===== config.mk =====
export PLATFORM = sky130hd
export DESIGN_NAME = pwm_capture
export DESIGN_NICKNAME = d
export VERILOG_FILES = /design/src/rtl/pwm_pkg.sv /design/src/rtl/pwm_sync_edge.sv /design/src/rtl/pwm_capture.sv
export SDC_FILE = /design/constraint.sdc
export NUM_CORES = 1
export LEC_CHECK = 0
export BUFFER_PORTS_ARGS = -buffer_cell sky130_fd_sc_hd__buf_2
export CAP_MARGIN = 0
export CORE_MARGIN = 4
export CORE_UTILIZATION = 55
export DETAILED_ROUTE_END_ITERATION = 7
export PLACE_DENSITY_LB_ADDON = 0.08
export SYNTH_ARGS = -nofsm -noshare
export SYNTH_HDL_FRONTEND = slang
export SYNTH_HIERARCHICAL = 1
export SYNTH_SLANG_ARGS = --single-unit

===== constraint.sdc =====
create_clock -name clock -period 2.1 [get_ports clock]
set_clock_uncertainty 0.05 [all_clocks]
set_input_delay 0.315 -clock clock [delete_from_list [all_inputs] [get_ports clock]]
set_output_delay 0.315 -clock clock [all_outputs]
set_load 0.01 [all_outputs]

===== src/rtl/pwm_pkg.sv =====
// Shared constants for the PWM generator / capture pair.
// Latency: n/a (package only).
// Backpressure: n/a (package only).
//
// PWM_CNT_WIDTH is common to generator and capture, so a looped-back signal
// is reported with exactly the programmed values. PWM_CNT_MAX is the
// counter saturation value. The pwm_cap_state_t members are the capture FSM
// encodings.
package pwm_pkg;

  localparam int PWM_CNT_WIDTH = 16;

  localparam logic [PWM_CNT_WIDTH-1:0] PWM_CNT_MAX = '1;

  typedef enum logic [1:0] {
    ST_ACQUIRE = 2'd0,
    ST_RUN     = 2'd1,
    ST_TIMEOUT = 2'd2
  } pwm_cap_state_t;

endpackage


===== src/rtl/pwm_sync_edge.sv =====
// Synchronizes an asynchronous level into the clock domain and flags rising edges.
// Latency: input change to s_in is SYNC_STAGES cycles; rise is combinational from s_in.
// Backpressure: none; the block samples every cycle.
//
// Ports:
//   clock, reset  rising-edge clock, synchronous active-high reset
//   async_sig     asynchronous input level
//   s_in          synchronized level
//   rise          high for one cycle when s_in goes 0 -> 1
module pwm_sync_edge #(
  parameter int SYNC_STAGES = 2
) (
  input  logic clock,
  input  logic reset,
  input  logic async_sig,
  output logic s_in,
  output logic rise
);

  logic [SYNC_STAGES-1:0] sync_q;
  logic                   s_prev;

  always_ff @(posedge clock) begin
    if (reset) begin
      sync_q <= '0;
      s_prev <= 1'b0;
    end else begin
      sync_q <= {sync_q[SYNC_STAGES-2:0], async_sig};
      s_prev <= sync_q[SYNC_STAGES-1];
    end
  end

  assign s_in = sync_q[SYNC_STAGES-1];
  assign rise = s_in & ~s_prev;

endmodule


===== src/rtl/pwm_capture.sv =====
// Measures PWM period and high time in clock cycles; flags stuck inputs via timeout.
// Latency: pwm_in rise to measure_valid is SYNC_STAGES+1 cycles; results valid with the pulse.
// Backpressure: none; measure_valid is a one-cycle pulse and results are held for readback.
//
// Ports:
//   clock, reset     rising-edge clock, synchronous active-high reset
//   enable           0 holds the block in ACQUIRE with counters cleared
//   pwm_in           asynchronous PWM input
//   measured_period  cycles between the last two rising edges
//   measured_high    high cycles within that period
//   measure_valid    one-cycle pulse when new results are latched
//   timeout          no rising edge seen for 2^WIDTH-1 cycles
//   stuck_level      synchronized input level captured on timeout entry
module pwm_capture
  import pwm_pkg::*;
#(
  parameter int WIDTH       = PWM_CNT_WIDTH,
  parameter int SYNC_STAGES = 2
) (
  input  logic             clock,
  input  logic             reset,
  input  logic             enable,
  input  logic             pwm_in,
  output logic [WIDTH-1:0] measured_period,
  output logic [WIDTH-1:0] measured_high,
  output logic             measure_valid,
  output logic             timeout,
  output logic             stuck_level
);

  localparam logic [WIDTH-1:0] CNT_MAX = '1;
  localparam logic [WIDTH-1:0] CNT_ONE = WIDTH'(1);

  pwm_cap_state_t   state, state_nxt;
  logic [WIDTH-1:0] period_cnt, period_nxt;
  logic [WIDTH-1:0] high_cnt, high_nxt;
  logic             s_in, rise;
  logic             at_max;
  logic             latch_meas;
  logic             enter_to;

  pwm_sync_edge #(
    .SYNC_STAGES (SYNC_STAGES)
  ) u_sync_edge (
    .clock     (clock),
    .reset     (reset),
    .async_sig (pwm_in),
    .s_in      (s_in),
    .rise      (rise)
  );

  // A full 2^WIDTH-1 cycle period is still measurable: the stall is only
  // declared when the counter already sits at max and no rise arrives.
  assign at_max = (period_cnt == CNT_MAX);

  // Both counters saturate together, so high_cnt can never pass period_cnt.
  always_comb begin
    period_nxt = period_cnt;
    high_nxt   = high_cnt;
    if (!enable) begin
      period_nxt = '0;
      high_nxt   = '0;
    end else if (rise) begin
      period_nxt = CNT_ONE;
      high_nxt   = CNT_ONE;
    end else begin
      if (!at_max) begin
        period_nxt = period_cnt + CNT_ONE;
      end
      if (s_in && (high_cnt != CNT_MAX)) begin
        high_nxt = high_cnt + CNT_ONE;
      end
    end
  end

  always_comb begin
    state_nxt  = state;
    latch_meas = 1'b0;
    enter_to   = 1'b0;
    if (!enable) begin
      state_nxt = ST_ACQUIRE;
    end else begin
      case (state)
        // First (partial) period is never reported.
        ST_ACQUIRE: begin
          if (rise) begin
            state_nxt = ST_RUN;
          end else if (at_max) begin
            state_nxt = ST_TIMEOUT;
            enter_to  = 1'b1;
          end
        end
        ST_RUN: begin
          if (rise) begin
            latch_meas = 1'b1;
          end else if (at_max) begin
            state_nxt = ST_TIMEOUT;
            enter_to  = 1'b1;
          end
        end
        // The period following a stall is untrusted, so leaving TIMEOUT
        // restarts measurement without a valid pulse.
        ST_TIMEOUT: begin
          if (rise) begin
            state_nxt = ST_RUN;
          end
        end
        default: begin
          state_nxt = ST_ACQUIRE;
        end
      endcase
    end
  end

  always_ff @(posedge clock) begin
    if (reset) begin
      state           <= ST_ACQUIRE;
      period_cnt      <= '0;
      high_cnt        <= '0;
      measured_period <= '0;
      measured_high   <= '0;
      measure_valid   <= 1'b0;
      timeout         <= 1'b0;
      stuck_level     <= 1'b0;
    end else begin
      state         <= state_nxt;
      period_cnt    <= period_nxt;
      high_cnt      <= high_nxt;
      measure_valid <= latch_meas;
      // TIMEOUT is only left on a rise or via enable=0, so the flag simply
      // mirrors the next state.
      timeout       <= (state_nxt == ST_TIMEOUT);
      if (latch_meas) begin
        measured_period <= period_cnt;
        measured_high   <= high_cnt;
      end else if (enter_to) begin
        measured_period <= '0;
        measured_high   <= '0;
      end
      if (enter_to) begin
        stuck_level <= s_in;
      end
    end
  end

endmodule

==> run metrics, run 1 <==
status=completed; synthesized net count=304; Largest stage delay, worst path=470 ps; Post-Layout Cell Count=418; residual DRC count=0; CTS H-tree depth=3; Worst setup EP type=flop; biggest area consumer among synthesized cells=dfxtp_1; Nets=350; Seq/Total Area, Yosys=0.488; Main synth FF type=dfxtp_1; Max Buffers Root-to-Sink=2; fill cell count=433; gr usage total=0.222; Reg2Reg Setup Slack=90 ps; Buffers & Inverters on Critical Path=1; Avg Cell Area, Syn=9.92 sq um; final period utilization=0.955; hpwl dp=4500 um; Hold Buf Count CTS=0; Crit Path Category=reg2reg; hold_ws=134 ps; initial core utilization=0.571; CTS Sinks=72; VDD IR max=0.661 mV; CP Max Fanout=16; initial antenna violation count=0; I/O Buffers=38; multi-input logic area=1420 sq um; placed insts=400; share of the synthesized area in the top cell type=0.488; fin. max-slew vios=0; ranking of synthesized cells by area=dfxtp_1 49%, a22o_1 9.5%, a21oi_1 3.2%; vias=2508; first-pass GRT wire length=11100 um; crit path cell chain=ha_1 -> nand2_1 -> nor4_4 -> buf_4 -> a31oi_4 -> a22o_1; endpoints failing setup=0; Relative slew margins=0.597; final core area utilization=0.677; Crit path required time=2290 ps; Antenna Nets Post-Route=0; grt total ovfl=0; routed len/inst=16.2 um; Post-synth ARST share=0; fraction of layout cells with a size suffix above 1=0.227; vias in the first global route=2205; Critical Path Source Type=flop; Slowest cell on crit path=dfxtp_1; Worst-Margin Slew=599 ps; pin count of the biggest net entering global routing=27; Leak Pwr=0.00139 uW; 1st-pass router iterations=4; top post-synthesis cells by count=72 x dfxtp_1, 32 x a22o_1, 19 x a21oi_1, 18 x nand2_1, 11 x nand3_1; Synth Warn #=6; Via density=6.00; root buf cell=clkbuf_8; Clock transition at path regs=80 ps; minimum clock period=2010 ps; max cap viols=0; core region area=5170 sq um; CTS tree=built; Post-Syn Instances=298; Area growth, synth to finish=18.4%; Worst-Skew Late Latency=340 ps; setup_tns=0 ps; Detailed Route WL=6770 um; Die H=81.3 um; most common cell in the netlist=dfxtp_1; crit path DAT=2190 ps; Post-synth EDFFs=0; DR iter-0 viols=166; die footprint=6610 sq um; num rows=26; GPL Wtd Cong=0.843; Ports=39; Synth Cell Area=2960 sq um; number of buffers created by CTS=9; count of cell types in the netlist=46; worst min path class=in2reg; # diodes=0; Yosys reg bits=72; Max Freq=0.499 GHz; Final Hold Fails=0; Die X=81.3 um; Seq. cell area=1440 sq um; cell family with most CP delay=compound AO/OA/AOI/OAI gates; PD cells=780 nW/um^2
==> final cells by class <==
cell class              count  area share
repair buffers             53      0.0865
multi-input cells         203       0.404
flip-flops and latches     72       0.412
inverters                   5     0.00536
well taps                  70      0.0250
clock buffers              10      0.0365
clock inverters             5      0.0304
==> through the flow <==
stage                     setup WS (ps)  power [uW]  cell area [sq um]
after CTS                          34.8        2750               3480
after global placement             44.9        1470               3230
final                              94.1        2730               3500
after global routing              -10.6        2820               3500
after detailed placement          -46.4        1470               3230
after floorplan                     389        1450               2960
==> per-layer routing <==
layer	vias to the layer above	GRT usage	wire [um]
li1	1260	-	-
met1	1167	0.321	3420
met2	74	0.318	2790
met3	7	0.0765	480
met4	0	0.0507	70
met5	-	0	0
==> state kept, by name, indices dropped and copies added (netlist names), 2 cells and up <==
name and count:
measured_period 16, high_cnt 16, period_cnt 16, measured_high 16, state 2, u_sync_edge/sync_q 2
==> path summary, 6_finish.rpt <==
kind	startpoint	endpoint	depth (start not counted)
min reg2reg	u_sync_edge/sync_q[0]$_SDFF_PP0_	u_sync_edge/sync_q[1]$_SDFF_PP0_	1
min	pwm_in	u_sync_edge/sync_q[0]$_SDFF_PP0_	2
max reg2reg	period_cnt[0]$_SDFFE_PP0P_	measured_period[13]$_SDFFE_PP0P_	6
max	period_cnt[0]$_SDFFE_PP0P_	measured_period[13]$_SDFFE_PP0P_	6
==> worst register-to-register path, cell delays in order, from the launching register on <==
cell,delay (ps)
dfxtp_1,470
ha_1,250
nand2_1,140
nor4_4,230
buf_4,200
a31oi_4,240
a22o_1,320
==> cell families (layout without fill, tap and decap cells) <==
kind of cell,Yosys count,after routing,synth area share
fa+ha+maj,2,2,0.00847
flops,72,72,0.488
mux,3,3,0.0102
compound gates,99,100,0.251
simple gates,98,98,0.202
buf+inv,24,73,0.0415
==> repair_timing <==
| action | CTS | global route |
|---|---|---|
| gates cloned | 1 | 0 |
| endpoints found under the setup margin | 32 | 37 |
| resized for setup | 1 | 3 |
| setup buffers | 0 | 2 |
| pin swaps | 2 | 2 |
==> power breakdown <==
group	leakage [uW]	internal, uW	total, uW	switching [uW]
Combinational	0.000694	22.3	69.3	46.9
Clock	0.000113	785	1280	499
Sequential	0.000581	1370	1380	5.99
Total	0.00139	2180	2730	552
==> cells in the final DEF (no fill, tap or decap), types with 4 or more instances in the layout <==
| cell type | instances |
|---|---|
| a211oi_1 | 4 |
| a21oi_1 | 19 |
| a22o_1 | 32 |
| a31oi_1 | 6 |
| and3_1 | 8 |
| and4_1 | 6 |
| buf_2 | 38 |
| buf_4 | 15 |
| clkbuf_8 | 9 |
| dfxtp_1 | 72 |
| inv_1 | 5 |
| nand2_1 | 18 |
| nand3_1 | 11 |
| nand4_1 | 9 |
| nor2_1 | 7 |
| nor2b_1 | 4 |
| nor3_1 | 7 |
| o21ai_0 | 10 |
| o31ai_1 | 5 |
| o41ai_1 | 4 |
| or3_1 | 7 |
(Power assumes the default switching activity.)
==> run 2, diff against run 1 <==
--- a/config.mk
+++ b/config.mk
@@ -5,6 +5,7 @@
 export SDC_FILE = /design/constraint.sdc
 export NUM_CORES = 1
 export LEC_CHECK = 0
+export ABC_AREA = 1
 export BUFFER_PORTS_ARGS = -buffer_cell sky130_fd_sc_hd__buf_2
 export CAP_MARGIN = 0
 export CORE_MARGIN = 4
==> constraint.sdc (replaced) <==
create_clock -name clock -period 2.3 [get_ports clock]
set_clock_uncertainty 0.05 [all_clocks]
set_input_delay 0.345 -clock clock [delete_from_list [all_inputs] [get_ports clock]]
set_output_delay 0.345 -clock clock [all_outputs]
set_load 0.01 [all_outputs]
==> run metrics, run 2 <==
status=completed; grt total ovfl=0 (unchanged); fin. max-slew vios=0 (unchanged); Clock power frac=0.479 (+0.009); Seq/Total Area, Yosys=0.418 (-0.0693); Worst setup EP type=flop; Int Power=1990 uW (-8.7%); worst min path class=in2reg; I/O Buffers=38 (unchanged); initial antenna violation count=0 (unchanged); number of buffers created by CTS=9 (unchanged); vias=2996 (+19%); Sw Ratio=0.212 (+0.00972); VDD IR max=0.417 mV (-37%); CTS tree=built; Ports=39 (unchanged); Sequential Power Share=0.498 (-0.006); Via density=5.14 (-14%); Post-synth ARST share=0 (unchanged); core region area=5990 sq um (+16%); vias in the first global route=2776 (+26%); count of cell types in the netlist=36 (-22%); fraction of layout cells with a size suffix above 1=0.222 (-0.00457); residual DRC count=0 (unchanged); 1st-pass router iterations=5 (+1); Hold Buf Count CTS=0 (unchanged); Synth Cell Area=3440 sq um (+17%); combinational power share=0.023 (-0.002); Worst-Margin Slew=470 ps (-129 ps); initial core utilization=0.575 (+0.00362); CTS resizes=0 (-1); Worst-Skew Late Latency=340 ps (about the same); gr usage total=0.211 (-0.0113); GPL Wtd Cong=0.880 (+4.3%); pin count of the biggest net entering global routing=34 (+26%); DP Worst Slack=486 ps (+532 ps); # diodes=0 (unchanged); Critical Path Source Type=flop; Die X=87.1 um (+7.2%); synthesized net count=469 (+54%); CTS H-tree depth=3 (unchanged); DR iter-0 viols=283 (+70%); PD cells=649 nW/um^2 (-17%); commonest non-fill, non-tap cell in the layout=nand2_1; Crit path required time=2470 ps (+180 ps); Relative slew margins=0.684 (+0.0872); Avg Cell Area, Syn=7.44 sq um (-25%); Main synth FF type=dfxtp_1; Final Hold Fails=0 (unchanged); num rows=28 (+7.7%); root buf cell=clkbuf_8; Area growth, synth to finish=12.7%; die footprint=7590 sq um (+15%); post-CTS setup buffers=0 (unchanged); biggest area consumer among synthesized cells=dfxtp_1; Yosys reg bits=72 (unchanged); Synth Warn #=6 (unchanged); final period utilization=0.796 (-0.159); Max Buffers Root-to-Sink=2 (unchanged); post-route setup slack=469 ps (+374 ps); Crit Path Category=reg2reg; RSZ-0062 raised after global routing=false; Max Freq=0.546 GHz (+9.5%); share of the synthesized area in the top cell type=0.418 (-0.0693); CTS Sinks=72 (unchanged); Post-synth EDFFs=0 (unchanged); routed len/inst=12.7 um (-21%); Clock transition at path regs=80 ps (about the same); hpwl dp=5080 um (+13%); top post-synthesis cells by count=151 x nand2_1, 72 x dfxtp_1, 45 x inv_1, 42 x nor2_1, 30 x o21ai_2; most common cell in the netlist=nand2_1; max cap viols=0 (unchanged); setup_tns=0 ps (unchanged); CP Max Fanout=14 (-2); Die H=87.1 um (+7.2%); minimum clock period=1830 ps (-174 ps); Detailed Route WL=7420 um (+9.7%); ranking of synthesized cells by area=dfxtp_1 42%, nand2_1 16%, o21ai_2 7.6%; endpoints failing setup=0 (unchanged); crit path DAT=2000 ps (-190 ps); Leak Pwr=0.00159 uW (+15%); first-pass GRT wire length=12700 um (+14%); commonest cells after routing, fill and taps aside=151 x nand2_1, 72 x dfxtp_1, 45 x inv_1, 42 x nor2_1, 38 x buf_2; Post-Syn Instances=463 (+55%); Nets=509 (+45%); Psw=535 uW (-3.1%); Antenna Nets Post-Route=0 (unchanged)
-- run 2: cell count changes after synthesis, moves of 7 or more --
cell     delta
and3_1      -8
inv_1      +40
o21ai_2    +30
nor2_1     +35
nand3_1    +11
nand2_1   +133
and4_1      -7
a22o_1     -32
or3_1       -7
-- run 2: cell type report --
type / instances / area (sq um)
Clock inverter: 7 / 120
Timing Repair Buffer: 44 / 235
Sequential cell: 72 / 1440
Tap cell: 75 / 93.8
Fill cell: 534 / 2110
Clock buffer: 9 / 124
Inverter: 49 / 184
Multi-Input combinational cell: 327 / 1690
-- run 2: worst max-delay path, stage by stage, from the launching register on --
cell and delay, ps:
dfxtp_1 440, ha_1 280, nand3_1 180, inv_2 120, nand2_2 60, inv_2 60
nand2_2 70, nand2_4 160, inv_2 140, nand2_1 110, a21oi_2 50
-- run 2: final timing paths --
kind / slack, ps / to / cells after the start / startpoint
hold / removal: 170 / u_sync_edge/sync_q[0]$_SDFF_PP0_ / 3 / pwm_in
hold reg to reg: 360 / u_sync_edge/sync_q[1]$_SDFF_PP0_ / 2 / u_sync_edge/sync_q[0]$_SDFF_PP0_
setup / recovery: 470 / high_cnt[12]$_SDFFE_PP0P_ / 10 / high_cnt[0]$_SDFFE_PP0P_
setup reg to reg: 470 / high_cnt[12]$_SDFFE_PP0P_ / 10 / high_cnt[0]$_SDFFE_PP0P_
-- run 2: per-layer routing --
metal	vias up	routed length (um)	GRT usage
met2	105	3080	0.311
met5	-	0	0
met1	1330	3730	0.305
met4	0	95	0.0934
li1	1554	-	-
met3	7	513	0.0312
-- run 2: cell families (layout without fill, tap and decap cells) --
family                     count (synthesis)  in the layout  synth area share
xor gates and xnor gates                   9              9            0.0229
buffers and inverters                     64            109            0.0923
adders and majority gates                  2              2           0.00726
AOI/OAI and AO/OA                         65             65             0.131
DFF                                       72             72             0.418
and+or+nand+nor                          251            251             0.328
-- run 2: stage by stage --
step	cell area, sq um	instances	hold WS (ps)	utilization	total power (uW)
CTS	3880	583	157	0.648	2540
global route	3880	583	176	0.648	2610
global placement	3640	567	352	0.608	1340
detailed placement	3640	567	351	0.608	1340
floorplan	3440	463	338	-	1330
finish	3880	583	167	0.648	2520
-- run 2: power groups by stage --
stage / clock (uW) / sequential, uW / combinational, uW
floorplan: 0 / 1290 / 41.3
global placement: 0 / 1290 / 57.1
detailed placement: 0 / 1290 / 58.0
CTS: 1220 / 1260 / 58.1
global route: 1280 / 1260 / 65.3
finish: 1210 / 1260 / 58.1
==> run 3, diff against run 2 <==
--- a/config.mk
+++ b/config.mk
@@ -5,11 +5,11 @@
 export SDC_FILE = /design/constraint.sdc
 export NUM_CORES = 1
 export LEC_CHECK = 0
-export ABC_AREA = 1
+export ABC_AREA = 0
 export BUFFER_PORTS_ARGS = -buffer_cell sky130_fd_sc_hd__buf_2
 export CAP_MARGIN = 0
 export CORE_MARGIN = 4
-export CORE_UTILIZATION = 55
+export CORE_UTILIZATION = 51
 export DETAILED_ROUTE_END_ITERATION = 7
 export PLACE_DENSITY_LB_ADDON = 0.08
 export SYNTH_ARGS = -nofsm -noshare
==> constraint.sdc (replaced) <==
create_clock -name clock -period 1.5 [get_ports clock]
set_clock_uncertainty 0.05 [all_clocks]
set_input_delay 0.225 -clock clock [delete_from_list [all_inputs] [get_ports clock]]
set_output_delay 0.225 -clock clock [all_outputs]
set_load 0.01 [all_outputs]
==> run metrics, run 3 (synthesis results as in run 1) <==
RSZ-0062 raised after global routing=true; Die X=84.1 um (-3.5%); fraction of layout cells with a size suffix above 1=0.509 (+0.287); CTS H-tree depth=3 (unchanged); Via density=5.91 (+15%); Hold Buf Count CTS=0 (unchanged); commonest non-fill, non-tap cell in the layout=buf_4; CTS tree=built; cell family with most CP delay=simple AND/OR/NAND/NOR gates; grt total ovfl=0 (unchanged); VDD IR max=0.600 mV (+44%); minimum clock period=1610 ps (-218 ps); GPL Wtd Cong=0.891 (+1.3%); crit path DAT=1790 ps (-210 ps); PD cells=826 nW/um^2 (+27%); hpwl dp=5340 um (+5.1%); Die H=84.1 um (-3.5%); Final Cell Area=4420 sq um (+14%); Largest stage delay, worst path=380 ps (-60 ps); gr usage total=0.219 (+0.00850); Worst setup EP type=flop; Worst-Margin Slew=446 ps (-24.0 ps); Reg2Reg Setup Slack=-110 ps (-580 ps); Antenna Nets Post-Route=0 (unchanged); crit path cell chain=nand4_4 -> nor4_4 -> a31oi_4 -> buf_12 -> a22o_1; Final Hold Fails=0 (unchanged); Crit path required time=1680 ps (-790 ps); number of buffers created by CTS=9 (unchanged); Buffers & Inverters on Critical Path=1 (-2); Max Freq=0.620 GHz (+14%); final period utilization=1.08 (+0.279); num rows=27 (-3.6%); routed len/inst=17.0 um (+34%); Leak Pwr=0.00186 uW (+17%); CP Max Fanout=21 (+7); endpoints failing setup=37 (+37); first-pass GRT wire length=12600 um (-0.60%); Clock transition at path regs=70 ps (about the same); Worst-Skew Late Latency=350 ps (about the same); root buf cell=clkbuf_8; pin count of the biggest net entering global routing=22 (-35%); vias in the first global route=2632 (-5.2%); Relative slew margins=0.702 (+0.0178); Nets=427 (-16%); # diodes=0 (unchanged); commonest cells after routing, fill and taps aside=79 x buf_4, 48 x dfxtp_1, 38 x buf_2, 32 x a22o_1, 16 x dfxtp_2; Critical Path Source Type=flop; failing checks=setup timing; fin. max-slew vios=0 (unchanged); vias=2943 (-1.8%); Ports=39 (unchanged); post-route setup slack=-113 ps (-582 ps); I/O Buffers=38 (unchanged); Detailed Route WL=8470 um (+14%); placed standard-cell area=3800 sq um (+4.4%); Slowest cell on crit path=dfxtp_4; core region area=5570 sq um (-7.0%); 1st-pass router iterations=4 (-1); DR iter-0 viols=214 (-24%); initial core utilization=0.530 (-0.0448); CTS Sinks=72 (unchanged); hold_ws=51.3 ps (-116 ps); status=finished with violations; Area growth, synth to finish=49.6%; max cap viols=0 (unchanged); initial antenna violation count=0 (unchanged); residual DRC count=0 (unchanged); die footprint=7080 sq um (-6.8%); worst min path class=in2reg; Max Buffers Root-to-Sink=2 (unchanged); Crit Path Category=reg2reg
[run 3: cell count changes in the layout (fill, tap and decap cells not counted), sizes merged, moves of 15 or more]
cell / delta
nand2: -140
buf: +87
inv: -43
nor2: -42
a22o: +32
o21ai: -29
nand3: -15
[run 3: routing by layer]
| metal | track usage | vias up | part of all wire |
|---|---|---|---|
| li1 | - | 1402 | - |
| met1 | 0.299 | 1446 | 0.46 |
| met2 | 0.333 | 82 | 0.46 |
| met3 | 0.0365 | 13 | 0.057 |
| met4 | 0.114 | 0 | 0.017 |
| met5 | 0 | - | 0 |
[run 3: where the power goes]
part           switching (uW)  internal (uW)  leakage (uW)  total [uW]
combinational            91.3           87.6       0.00117         179
sequential               7.81           1910      0.000595        1910
clock                     698            862     0.0000969        1560
[run 3: metrics by stage]
| step | cells | setup slack [ps] | util | power [uW] | setup TNS (ps) |
|---|---|---|---|---|---|
| 3_5_place_dp | 464 | -140 | 0.682 | 2090 | -4640 |
| 4_1_cts | 483 | -103 | 0.731 | 3630 | -2550 |
| 2_1_floorplan | 298 | -69.8 | - | 2030 | -600 |
| 3_3_place_gp | 464 | -102 | 0.682 | 2090 | -3470 |
| 5_1_grt | 498 | -184 | 0.793 | 3770 | -6270 |
| 6_report | 498 | -113 | 0.793 | 3650 | -3010 |
[run 3: area by class of cell]
class	instances	area (sq um)
fillers	354	1150
well taps	72	90.1
clock inverters	2	37.5
multi-input cells	202	1660
inverters	5	18.8
flip-flops and latches	72	1490
repair buffers	131	958
clock buffers	14	163
[run 3: repair_timing]
action,4_1_cts,5_1_grt
gates resized for setup,15,65
gates cloned,0,2
pin swaps,5,22
endpoints found under the hold margin,0,0
setup endpoints to repair,54,62
setup buffers,3,13
[run 3: worst paths after layout]
kind / depth (start not counted) / end / startpoint
worst max register to register: 5 / measured_period[9]$_SDFFE_PP0P_ / period_cnt[5]$_SDFFE_PP0N_
worst min register to register: 1 / u_sync_edge/sync_q[1]$_SDFF_PP0_ / u_sync_edge/sync_q[0]$_SDFF_PP0_
worst max-delay path: 5 / measured_period[9]$_SDFFE_PP0P_ / period_cnt[5]$_SDFFE_PP0N_
worst min-delay path: 2 / u_sync_edge/sync_q[0]$_SDFF_PP0_ / pwm_in
